### src/rtl/vault_access_sequencer.sv
// Vault lock access controller: 4-digit code entry and compare, fail counting
// with timed lockout/alarm, timed auto-relock and code reprogramming while open.
module vault_access_sequencer #(
   parameter logic [15:0] RESET_CODE     = 16'h1234,
   parameter int          MAX_FAILS      = 3,
   parameter int          LOCKOUT_CYCLES = 1000,
   parameter int          OPEN_CYCLES    = 500,
   parameter int          ENTRY_TIMEOUT  = 2000
) (
   input  logic       clk,
   input  logic       rst_n,
   input  logic [3:0] digit_in,
   input  logic       digit_vld,
   input  logic       clear,
   input  logic       prog_req,
   output logic       unlocked,
   output logic       lockout,
   output logic       alarm,
   output logic [2:0] digit_cnt,
   output logic [2:0] fail_cnt,
   output logic [2:0] state_code
);

   localparam int T_MAX = (LOCKOUT_CYCLES > OPEN_CYCLES)
                        ? ((LOCKOUT_CYCLES > ENTRY_TIMEOUT) ? LOCKOUT_CYCLES : ENTRY_TIMEOUT)
                        : ((OPEN_CYCLES > ENTRY_TIMEOUT) ? OPEN_CYCLES : ENTRY_TIMEOUT);
   localparam int TW = $clog2(T_MAX + 1);

   localparam logic [TW-1:0] T_ZERO        = {TW{1'b0}};
   localparam logic [TW-1:0] T_ONE         = TW'(1);
   localparam logic [TW-1:0] T_ALL1        = {TW{1'b1}};
   localparam logic [TW-1:0] ENTRY_LIMIT   = TW'(ENTRY_TIMEOUT - 1);
   localparam logic [TW-1:0] OPEN_LIMIT    = TW'(OPEN_CYCLES - 1);
   localparam logic [TW-1:0] LOCKOUT_LIMIT = TW'(LOCKOUT_CYCLES - 1);
   localparam logic [2:0]    FAIL_LIMIT    = 3'(MAX_FAILS);

   typedef enum logic [2:0] {
      S_IDLE    = 3'd0,
      S_ENTRY   = 3'd1,
      S_CHECK   = 3'd2,
      S_OPEN    = 3'd3,
      S_LOCKOUT = 3'd4,
      S_PROG    = 3'd5
   } state_t;

   state_t         state;
   logic [15:0]    code;
   logic [15:0]    entry;
   logic [TW-1:0]  timer;

   // New digits enter at the low nibble so the first digit ends up in [15:12].
   function automatic logic [15:0] shift_digit(input logic [15:0] cur, input logic [3:0] d);
      return {cur[11:0], d};
   endfunction

   function automatic logic [TW-1:0] sat_inc(input logic [TW-1:0] t);
      return (t == T_ALL1) ? t : t + T_ONE;
   endfunction

   assign state_code = state;

   // Main sequencer: state, code/entry registers, shared timer and all status outputs.
   always_ff @(posedge clk or negedge rst_n) begin
      if (!rst_n) begin
         state     <= S_IDLE;
         code      <= RESET_CODE;
         entry     <= 16'h0000;
         digit_cnt <= 3'd0;
         fail_cnt  <= 3'd0;
         timer     <= T_ZERO;
         unlocked  <= 1'b0;
         lockout   <= 1'b0;
         alarm     <= 1'b0;
      end else begin
         case (state)
            S_IDLE: begin
               if (digit_vld) begin
                  state     <= S_ENTRY;
                  entry     <= shift_digit(16'h0000, digit_in);
                  digit_cnt <= 3'd1;
                  timer     <= T_ZERO;
               end
            end

            // ENTRY and PROG collect digits identically; only the 4th digit differs.
            S_ENTRY, S_PROG: begin
               if (clear || (!digit_vld && (timer >= ENTRY_LIMIT))) begin
                  state     <= S_IDLE;
                  entry     <= 16'h0000;
                  digit_cnt <= 3'd0;
                  timer     <= T_ZERO;
                  unlocked  <= 1'b0;
               end else if (digit_vld) begin
                  timer <= T_ZERO;
                  if (digit_cnt != 3'd3) begin
                     entry     <= shift_digit(entry, digit_in);
                     digit_cnt <= digit_cnt + 3'd1;
                  end else if (state == S_ENTRY) begin
                     entry     <= shift_digit(entry, digit_in);
                     digit_cnt <= 3'd4;
                     state     <= S_CHECK;
                  end else begin
                     code      <= shift_digit(entry, digit_in);
                     entry     <= 16'h0000;
                     digit_cnt <= 3'd0;
                     state     <= S_IDLE;
                     unlocked  <= 1'b0;
                  end
               end else begin
                  timer <= sat_inc(timer);
               end
            end

            S_CHECK: begin
               entry     <= 16'h0000;
               digit_cnt <= 3'd0;
               timer     <= T_ZERO;
               if (entry == code) begin
                  state    <= S_OPEN;
                  unlocked <= 1'b1;
                  fail_cnt <= 3'd0;
               end else if ((fail_cnt + 3'd1) >= FAIL_LIMIT) begin
                  state    <= S_LOCKOUT;
                  lockout  <= 1'b1;
                  alarm    <= 1'b1;
                  fail_cnt <= FAIL_LIMIT;
               end else begin
                  state    <= S_IDLE;
                  fail_cnt <= fail_cnt + 3'd1;
               end
            end

            S_OPEN: begin
               if (clear || (!prog_req && (timer >= OPEN_LIMIT))) begin
                  state    <= S_IDLE;
                  unlocked <= 1'b0;
                  timer    <= T_ZERO;
               end else if (prog_req) begin
                  state     <= S_PROG;
                  entry     <= 16'h0000;
                  digit_cnt <= 3'd0;
                  timer     <= T_ZERO;
               end else begin
                  timer <= sat_inc(timer);
               end
            end

            S_LOCKOUT: begin
               if (timer >= LOCKOUT_LIMIT) begin
                  state    <= S_IDLE;
                  lockout  <= 1'b0;
                  alarm    <= 1'b0;
                  fail_cnt <= 3'd0;
                  timer    <= T_ZERO;
               end else begin
                  timer <= sat_inc(timer);
               end
            end

            default: begin
               state     <= S_IDLE;
               entry     <= 16'h0000;
               digit_cnt <= 3'd0;
               timer     <= T_ZERO;
               unlocked  <= 1'b0;
               lockout   <= 1'b0;
               alarm     <= 1'b0;
            end
         endcase
      end
   end

endmodule
### config.mk
export PLATFORM = sky130hd
export DESIGN_NAME = vault_access_sequencer
export DESIGN_NICKNAME = d
export VERILOG_FILES = /design/src/rtl/vault_access_sequencer.sv
export SDC_FILE = /design/constraint.sdc
export NUM_CORES = 1
export LEC_CHECK = 0
export ABC_AREA = 1
export CORE_MARGIN = 2
export CORE_UTILIZATION = 46
export DETAILED_ROUTE_END_ITERATION = 16
export SYNTH_ARGS = -nofsm -noshare
export SYNTH_HDL_FRONTEND = slang
export SYNTH_SLANG_ARGS = --single-unit
### constraint.sdc
create_clock -name clk -period 2 [get_ports clk]
set_clock_uncertainty 0.2 [all_clocks]
set_input_delay 0.4 -clock clk [delete_from_list [all_inputs] [get_ports clk]]
set_output_delay 0.4 -clock clk [all_outputs]
set_load 0.1 [all_outputs]
==> results by stage, run 1 <==
Run status:
- The run finished with clean final reports.

Cells and area:
- The area added between synthesis and finish is 29.57%.
- At the end of the flow, the number of nets in the layout was 513.
- The count of antenna diodes in the layout is 0.
- In the final layout, the share of cells above drive strength 1 is 0.2515.
- Counting the fill cells in the layout gives 657.
- The number of cells in the finished layout apart from fillers is 597.
- The final design area excluding fillers is 4222 µm².
- The final core utilization is 0.6179.

Global route:
- In the global route stage, overall resource usage came out at 0.1987.
- The via count of the first global-routing pass was 2718.
- Summed over all layers, the global routing overflow is 0.
- The number of antenna violations at the first check in global routing was 0.
- The largest net degree at the start of global routing is 55.
- The wire length of the first global-routing pass is 12190 µm.

Logic synthesis:
- The sequential cell area fraction in the yosys report is 0.4167.
- The average size of a mapped cell is 7.176 µm².
- sky130_fd_sc_hd__nand2_1 is the most common cell in the netlist.
- The distinct cell type count after synthesis is 32.
- The number of synthesis warnings is 0.
- Summed over all instances, the cell type with the most area after synthesis is sky130_fd_sc_hd__dfrtp_1.
- The total of flip-flops plus latches after synthesis is 54.
- Synthesis produced 454 cells.
- Counting flops with an async set or reset pin after synthesis yields a share of 1.000.
- By count the netlist is led by 157 x sky130_fd_sc_hd__nand2_1, 61 x sky130_fd_sc_hd__inv_1, 49 x sky130_fd_sc_hd__dfrtp_1, 49 x sky130_fd_sc_hd__nor2_1, 40 x sky130_fd_sc_hd__o21ai_0.
- In this run, synthesis inferred 0 flip-flops with an integrated enable.
- Counting every net in the synthesized netlist gives 467.
- The total standard cell area after synthesis is 3258 µm².
- The area share of the largest cell type after synthesis is 0.3763.
- In the post-synthesis netlist, the biggest area contributors are sky130_fd_sc_hd__dfrtp_1 38%, sky130_fd_sc_hd__nand2_1 18%, sky130_fd_sc_hd__inv_1 7.0%, sky130_fd_sc_hd__o21ai_0 6.1%, sky130_fd_sc_hd__nor2_1 5.6%.
- For this run, the leading register cell type out of synthesis is sky130_fd_sc_hd__dfrtp_1.

Clock tree:
- Clock-pin slew was measured on the worst setup and hold paths at 0.10 ns.
- The root buffer cell chosen for the clock tree is sky130_fd_sc_hd__clkbuf_8.
- The clock network latency to the later pin of the worst-skew pair is 0.31 ns.
- The maximum root-to-sink buffer count is 2.
- The number of buffers added by the clock tree synthesis step is 5.
- The clock sink count is 54.
- The H-tree generated during clock tree synthesis spans 2 levels.
- The CTS tree is built.

Placed design:
- Prior to clock tree synthesis, the placed netlist has a worst setup slack of -0.1394 ns.
- The number of cells in the design after placement is 581.
- The HPWL after detailed placement is 4928 µm.
- Buffers placed on the I/O ports in this run total 20.
- The placed standard-cell area is 3812 µm².
- At the end of routability-driven placement, the weighted congestion stood at 0.8369.

STA:
- The worst-case hold slack is 0.3055 ns.
- The maximum achievable frequency is 520.0 MHz.
- The final period demand of the worst path is 1.923 ns.
- Setup violations remaining at the end of the flow were counted as 0.
- The number of slew-limit violations in the final report came to 0.
- Setup slack closes at 0.07689 ns.
- At the pin with the least slew margin, the transition time is 0.3301 ns.
- The worst relative slew slack is 0.7792.
- Of the available clock period, the critical path in the final layout requires 0.9616.
- The setup TNS after final layout is 0 ns.
- Setup repair after global routing could not meet its margin everywhere.
- The total count of hold-check failures in the final report was 0.

Setup path:
- The worst setup path is launched from a flop.
- For the worst flop-to-flop path, the logic depth is 12.
- The setup check on the worst reg-to-reg path leaves a slack of 0.08 ns.
- The critical path in this run is classified as flop to flop.
- The arrival time reported for the critical path endpoint is 1.97 ns.
- The kind of end point of the critical path is a flop.
- Along the worst path, the maximum fanout reaches 11.
- For the worst setup path, the data required time is 2.05 ns.
- In this run the critical register-to-register path is launched from timer[0].
- In this run the critical register-to-register path is captured at digit_cnt[0].

Routing:
- The routed layout has 2891 vias.
- In the final routed layout, each cell accounts on average for 12.59 µm.
- After the first detailed-routing iteration, the DRC count stood at 157.
- The detail-routed via count per cell is 4.843.
- The number of nets with antenna violations after routing is 0.
- In the routed design, unresolved DRC markers number 0.
- The length of the first detailed-routing pass in iterations is 4.
- The total wire length is 7518 µm.

Die:
- After floorplanning, the core was divided into 30 placement rows.
- The die boundary height is 88.16 µm.
- The area of the placeable core is 6832 µm².
- The floorplan step set the die width to 88.16 µm.
- The die covers 7772 µm².
- 21 I/O pins were placed.
- The initial utilization of the core area, before any placement, comes to 0.4769.

Power and ir drop:
- The leakage power is 2.021 nW.
- In this run the power density over the cells is 1342 nW/µm².
- The worst-case IR drop observed on VDD is 1040 µV.
- The design draws 5.665 mW.

Hold path:
- The worst hold path terminates at entry[14].
- The tightest min-delay check is of the flop to flop type.
- The origin of the worst min-delay path is entry[14].
- The number of cells traversed by the worst hold path is 2.

Flow run:
- Max-cap violations in this run came to 0.
-- repair_timing --
item                                    CTS  global route
hold buffers                              1             0
endpoints found under the setup margin   20            36
buffers inserted                          0             3
gates resized for setup                   7            48
gates cloned                              0             4
pin swaps                                 0             9
endpoints found under the hold margin    49             0
-- area by class of cell --
type | count | area [µm²] | share of cell area
clock inverter | 2 | 13.76 | 0.003260
multi-input combinational | 325 | 1740 | 0.4123
timing repair buffer | 49 | 655.6 | 0.1553
sequential | 54 | 1370 | 0.3245
clock buffer | 6 | 72.57 | 0.01719
tap | 96 | 120.1 | 0.02845
inverter | 65 | 249.0 | 0.05898
-- routing by layer --
| layer | GRT usage | wire length (µm) | vias up | share of wire |
|---|---|---|---|---|
| met5 | 0 | 0 | - | 0 |
| met4 | 0.05785 | 94 | 0 | 0.013 |
| met3 | 0.03299 | 220 | 6 | 0.029 |
| met2 | 0.3206 | 3514 | 40 | 0.47 |
| met1 | 0.2761 | 3688 | 1346 | 0.49 |
| li1 | - | - | 1499 | - |
-- flip-flops by register name, indices dropped and copies added (netlist names) --
name / cells
entry: 16
unlocked: 1
timer: 11
fail_cnt: 3
code: 16
state_code: 3
alarm: 1
digit_cnt: 3
-- worst max-delay path by stage --
stage / from / endpoint / slack (ns) / depth (start not counted)
6_report: timer[0] / digit_cnt[0] / 0.08 / 12
5_1_grt: timer[1] / digit_cnt[2] / -0.05 / 12
4_1_cts: timer[0] / entry[1] / 0.008 / 12
3_5_place_dp: digit_vld / timer[4] / -0.14 / 9
3_3_place_gp: clear / code[11] / -0.09 / 6
2_1_floorplan: state_code[1] / entry[10] / 0.008 / 10
-- where the power goes --
group	internal (mW)	switching, mW	total (mW)
logic	1.28	2.13	3.40
registers	1.36	0.278	1.63
clock network	0.251	0.375	0.626
total	2.88	2.78	5.66
-- worst max-delay path, stage by stage, from the launching register on --
cell and delay (ns):
sky130_fd_sc_hd__dfrtp_1 0.42, sky130_fd_sc_hd__ha_4 0.19, sky130_fd_sc_hd__nor2_2 0.13, sky130_fd_sc_hd__nand3_2 0.10, sky130_fd_sc_hd__nand3_2 0.07, sky130_fd_sc_hd__nand2_1 0.06
sky130_fd_sc_hd__nand2_2 0.07, sky130_fd_sc_hd__nand2_2 0.06, sky130_fd_sc_hd__buf_4 0.15, sky130_fd_sc_hd__nand2_8 0.10, sky130_fd_sc_hd__buf_12 0.15, sky130_fd_sc_hd__nand3_1 0.08
sky130_fd_sc_hd__nand2_1 0.07
-- cell usage in the layout (no fill, tap or decap), types with 2 or more instances in the layout --
master,instances
sky130_fd_sc_hd__nand2_1,152
sky130_fd_sc_hd__inv_1,60
sky130_fd_sc_hd__dfrtp_1,41
sky130_fd_sc_hd__o21ai_0,39
sky130_fd_sc_hd__nor2_1,33
sky130_fd_sc_hd__nand3_1,21
sky130_fd_sc_hd__buf_12,17
sky130_fd_sc_hd__nand3_2,16
sky130_fd_sc_hd__buf_4,16
sky130_fd_sc_hd__nor2_2,15
sky130_fd_sc_hd__nand2_2,10
sky130_fd_sc_hd__dfrtp_2,7
sky130_fd_sc_hd__clkdlybuf4s50_1,7
sky130_fd_sc_hd__nor2_4,5
sky130_fd_sc_hd__clkbuf_8,5
sky130_fd_sc_hd__dfstp_2,5
sky130_fd_sc_hd__inv_2,4
sky130_fd_sc_hd__nand4_1,4
sky130_fd_sc_hd__a21oi_1,4
sky130_fd_sc_hd__buf_6,4
sky130_fd_sc_hd__a21oi_2,3
sky130_fd_sc_hd__xor2_1,3
sky130_fd_sc_hd__ha_1,3
sky130_fd_sc_hd__nand2_4,2
sky130_fd_sc_hd__nand3_4,2
sky130_fd_sc_hd__nand2_8,2
sky130_fd_sc_hd__o21ai_1,2
sky130_fd_sc_hd__clkbuf_16,2
-- kinds of logic after synthesis --
logic type,share of synthesized area
buf+inv,0.1083
xor+xnor,0.01075
flops,0.4167
fa+ha+maj,0.01536
compound gates,0.08141
simple gates,0.3675
Note: power is estimated with default switching activity, not from simulation.
==> inputs of run 2 (changes only) <==
--- a/config.mk
+++ b/config.mk
@@ -9,6 +9,7 @@
 export CORE_MARGIN = 2
 export CORE_UTILIZATION = 46
 export DETAILED_ROUTE_END_ITERATION = 16
+export HOLD_SLACK_MARGIN = 0.02
 export SYNTH_ARGS = -nofsm -noshare
 export SYNTH_HDL_FRONTEND = slang
 export SYNTH_SLANG_ARGS = --single-unit
==> results of run 2 <==
Final layout, timing and power as in run 1 (identical DEF).
